**config.mk**
```make
export PLATFORM = sky130hd
export DESIGN_NAME = if_fetch_stage
export DESIGN_NICKNAME = d
export VERILOG_FILES = /design/src/rtl/if_fetch_stage.sv
export SDC_FILE = /design/constraint.sdc
export NUM_CORES = 1
export LEC_CHECK = 0
export ABC_AREA = 1
export CAP_MARGIN = 0
export CORE_UTILIZATION = 44
export CTS_CLUSTER_SIZE = 24
export DETAILED_ROUTE_END_ITERATION = 8
export PLACE_DENSITY = 0.79
export SLEW_MARGIN = 20
export SYNTH_ARGS = -nofsm -noshare
export SYNTH_HDL_FRONTEND = slang
export SYNTH_SLANG_ARGS = --single-unit
```
**constraint.sdc**
```tcl
create_clock -name clk -period 1.43 [get_ports clk]
set_input_delay 0.429 -clock clk [delete_from_list [all_inputs] [get_ports clk]]
set_output_delay 0.429 -clock clk [all_outputs]
set_load 0.005 [all_outputs]
```
**src/rtl/if_fetch_stage.sv**
```systemverilog
// Instruction fetch stage: PC, fetch handshake and the IF/ID pipeline register.
// Defining IF_SKID_BUF_EN adds a one-entry skid buffer that keeps fetching through a stall.
module if_fetch_stage #(
    parameter logic [15:0] RESET_PC  = 16'h0000,
    parameter logic [15:0] NOP_INSTR = 16'h0000
) (
    input  logic        clk,
    input  logic        reset,
    input  logic        PCSrc,
    input  logic [15:0] BranchTarget,
    input  logic        StallF,
    input  logic        FlushD,
    output logic        imem_req,
    output logic [15:0] imem_addr,
    input  logic        imem_ack,
    input  logic [15:0] imem_rdata,
    output logic [15:0] IF_ID_Instr,
    output logic [15:0] IF_ID_PC,
    output logic        IF_ID_Valid
);

    typedef enum logic [1:0] {BOOT, FETCH, HOLD} state_t;

    state_t      state;
    logic [15:0] pc;
    logic        xfer;

    assign imem_addr = pc;
    assign xfer      = imem_req && imem_ack;

`ifdef IF_SKID_BUF_EN
    logic        buf_vld;
    logic [15:0] buf_instr;
    logic [15:0] buf_pc;

    // While stalled, keep one fetch in flight until the buffer holds an instruction.
    always_comb begin
        imem_req = 1'b0;
        if (!PCSrc && !FlushD) begin
            if (state == FETCH)
                imem_req = !StallF || !buf_vld;
            else if (state == HOLD)
                imem_req = StallF && !buf_vld;
        end
    end
`else
    assign imem_req = (state == FETCH) && !StallF && !FlushD && !PCSrc;
`endif

    always_ff @(posedge clk or negedge reset) begin
        if (!reset) begin
            state       <= BOOT;
            pc          <= RESET_PC;
            IF_ID_Instr <= NOP_INSTR;
            IF_ID_PC    <= 16'h0000;
            IF_ID_Valid <= 1'b0;
`ifdef IF_SKID_BUF_EN
            buf_vld     <= 1'b0;
            buf_instr   <= NOP_INSTR;
            buf_pc      <= 16'h0000;
`endif
        end else if (PCSrc) begin
            pc          <= BranchTarget & 16'hFFFE;
            IF_ID_Instr <= NOP_INSTR;
            IF_ID_Valid <= 1'b0;
            state       <= FETCH;
`ifdef IF_SKID_BUF_EN
            buf_vld     <= 1'b0;
`endif
        end else if (FlushD) begin
            IF_ID_Instr <= NOP_INSTR;
            IF_ID_Valid <= 1'b0;
            state       <= (state != BOOT && StallF) ? HOLD : FETCH;
`ifdef IF_SKID_BUF_EN
            buf_vld     <= 1'b0;
`endif
        end else if (state == BOOT) begin
            state <= FETCH;
        end else if (StallF) begin
            state <= HOLD;
`ifdef IF_SKID_BUF_EN
            if (xfer) begin
                buf_vld   <= 1'b1;
                buf_instr <= imem_rdata;
                buf_pc    <= pc;
                pc        <= pc + 16'd2;
            end
`endif
        end else if (state == HOLD) begin
            // Release cycle: decode consumes the held entry, so replace it (no fetch here).
            state <= FETCH;
`ifdef IF_SKID_BUF_EN
            IF_ID_Instr <= buf_vld ? buf_instr : NOP_INSTR;
            IF_ID_Valid <= buf_vld;
            if (buf_vld)
                IF_ID_PC <= buf_pc;
            buf_vld <= 1'b0;
`else
            IF_ID_Instr <= NOP_INSTR;
            IF_ID_Valid <= 1'b0;
`endif
        end else if (xfer) begin
            IF_ID_Instr <= imem_rdata;
            IF_ID_PC    <= pc;
            IF_ID_Valid <= 1'b1;
            pc          <= pc + 16'd2;
        end else begin
            IF_ID_Instr <= NOP_INSTR;
            IF_ID_Valid <= 1'b0;
        end
    end

endmodule

```
==> results.yml <==
yosys:
  synth-main-ff-cell: "dfrtp_1"
  yosys_warnings: 0
  synth_area_um2: 2387
  synth_edf_count: 0
  ys_seq_elements: 49
  syn_area_per_cell_um2: 7.676
  async_flop_share: 1.000
  synthCells: 311
  seq_area_frac_synth: 0.5136
  ys_types: 22
detailed_routing:
  drc: 0
  drtIter0Drc: 279
  num_vias: 2581
  drtPass1Iterations: 6
  postRouteAntennaNets: 0
  via_per_inst: 5.012
  wl_per_cell_um: 13.94
  totalWireLength_um: 7180
pwr:
  clock_power_share: 0.306
  p_seq_frac: 0.425
  p_sw_mw: 1.041
  power.density_nw_per_um2: 986.7
  internal_power_mw: 2.805
  p_comb_frac: 0.270
  switching_share: 0.2707
  leakagePower_nw: 2.010
  vdd_drop_max_mv: 0.5269
setup_path:
  cp_max_fo: 2
  path_cells: "dlygate4sd2_1 > nor2_4 > nand3_1 > inv_1 > clkbuf_2"
  slowest_stage: "dlygate4sd2_1"
  path_class: "in2out"
  max_stage_delay_ps: 260
  end_kind: "output pin"
  worstSetupStartpointType: "input pin"
  crit_arrival_ps: 1030
  required_ps: 1000
cts:
  postCtsHoldBufs: 0
  cts_buffer_depth: 2
  cts_made_buffers: 5
  clk_pin_slew_ps: 90
  clk_latency_ps: 310
  cts_tree: "yes"
  numClockSinks: 49
  cts_root_buf: "clkbuf_8"
  htree_levels: 2
timing:
  final_max_slew_viol_count: 0
  timing.fmax_mhz: 686.0
  finalSetupViolations: 1
  fin_ws_ps: -27.63
  hold_violations: 0
  period_minus_slack_ps: 1458
  skew_ps: 5.238
  hold_ws_ps: 87.83
  rsz0062_at_grt: "true"
  tns_ps: -27.63
  fin_crit_sh: 1.019
grt:
  grt-ovfl-total: 0
  grt_max_degree: 50
  grt_usage: 0.2365
  antenna_found_initial: 0
  grt_first_pass_wirelength_um: 10160
  grt_pass1_vias: 2356
die:
  die_w_um: 75.66
  dieArea_um2: 5724
  ios: 88
  fp.coreArea_um2: 5172
  fp.dieH_um: 75.66
  row_count: 26
  initial_core_util: 0.4615
place:
  io_buffers: 84
  dp_slack_ps: -650.4
  hpwl_um: 4387
  gp_congestion: 0.8233
  place_area_um2: 3488
  dpl.cell_count: 482
layout:
  design_area_um2: 3897
  area_delta_synth_final_pct: 63.26
  instances_no_fill: 515
  layout-drive-gt1-share: 0.1798
  fin_nets: 483
  n_antenna_cell: 0
run_status:
  status: "finished, violations left"
  violations: "setup timing"
min_path:
  hold_path.class: "in2async"
job:
  maxCapViolations: 0
synth_stat cells, types with 2 or more instances:
| library cell | number | area (um^2) |
|---|---|---|
| nor2_1 | 16 | 60.06 |
| inv_1 | 43 | 161.4 |
| dfrtp_1 | 49 | 1226 |
| nand4_1 | 3 | 18.77 |
| or2_2 | 2 | 12.51 |
| o21ai_1 | 7 | 35.03 |
| buf_2 | 2 | 10.01 |
| buf_4 | 4 | 30.03 |
| clkbuf_1 | 4 | 15.01 |
| nand2_1 | 101 | 379.1 |
| nand3_1 | 39 | 195.2 |
| o21ai_0 | 31 | 155.2 |
final timing paths:
kind,from,end,slack [ps],depth (start not counted)
setup / recovery,FlushD,imem_req,-30,5
hold / removal,reset,IF_ID_Instr[0],90,2
setup reg to reg,imem_addr[6],imem_addr[10],10,7
hold reg to reg,IF_ID_PC[8],IF_ID_PC[8],490,2
max in group asynchronous,reset,imem_addr[3],1080,2
min in group clk,IF_ID_PC[8],IF_ID_PC[8],490,2
registers in the layout, indices dropped and copies added (netlist names):
signal / count
state: 2
IF_ID_Instr: 16
IF_ID_Valid: 1
IF_ID_PC: 15
imem_addr: 15
timing repair:
action	CTS	global route
gates cloned	0	5
resized for setup	55	32
pin swaps	2	7
buffers inserted	18	4
setup endpoints to repair	95	52
area by class of cell:
| class | count | area [um^2] |
|---|---|---|
| Clock inverter | 3 | 65.06 |
| Inverter | 44 | 170.2 |
| Clock buffer | 5 | 68.82 |
| Tap cell | 70 | 87.58 |
| Fill cell | 387 | 1275 |
| Timing Repair Buffer | 135 | 1281 |
| Multi-Input combinational cell | 209 | 997.2 |
| Sequential cell | 49 | 1227 |
layout by cell type (no fill, tap or decap), types with 3 or more instances in the layout:
cell type | Yosys | routed
nand2_2 | 1 | 3
buf_12 | 0 | 3
clkbuf_8 | 0 | 5
nand2_1 | 101 | 99
nand4_1 | 3 | 3
dfrtp_1 | 49 | 48
buf_6 | 1 | 6
o21ai_0 | 31 | 29
nor2_1 | 16 | 14
buf_4 | 4 | 37
clkdlybuf4s50_1 | 0 | 31
dlygate4sd2_1 | 0 | 42
nand3_1 | 39 | 35
o21ai_1 | 7 | 9
inv_1 | 43 | 43
clkbuf_16 | 0 | 3
clkdlybuf4s15_1 | 0 | 8
nand3_2 | 0 | 4
critical path: cells and delay by family:
kind | cells | cell delay (ps)
buf+inv | 3 | 410
simple gates | 2 | 190
cell families after synthesis:
| kind of cell | synth area share |
|---|---|
| and+or+nand+nor | 0.3008 |
| buffers and inverters | 0.09696 |
| DFF | 0.5136 |
| AOI/OAI and AO/OA | 0.08176 |
| adders and majority gates | 0.005240 |
| other | 0.001571 |
power by group through the flow:
stage               Clock [mW]  Combinational (mW)  Sequential (mW)
detailed placement           0               0.920             1.69
floorplan                    0               0.284             1.70
global route              1.24                1.15             1.65
global placement             0               0.902             1.68
CTS                       1.18               0.961             1.63
finish                    1.18                1.04             1.63
layer usage:
metal,track usage,vias to the layer above,share of wire
met5,0,-,0
met4,0.08436,0,0.032
met3,0.03704,27,0.068
met2,0.4147,130,0.49
met1,0.2967,1184,0.41
li1,-,1240,-
through the flow:
step                      total power [mW]  utilization
after floorplan                      1.988            -
after global placement               2.579       0.6744
after detailed placement             2.605       0.6744
after CTS                            3.773       0.7160
after global routing                 4.039       0.7535
final                                3.846       0.7535
Note: power is estimated with default switching activity, not from simulation.
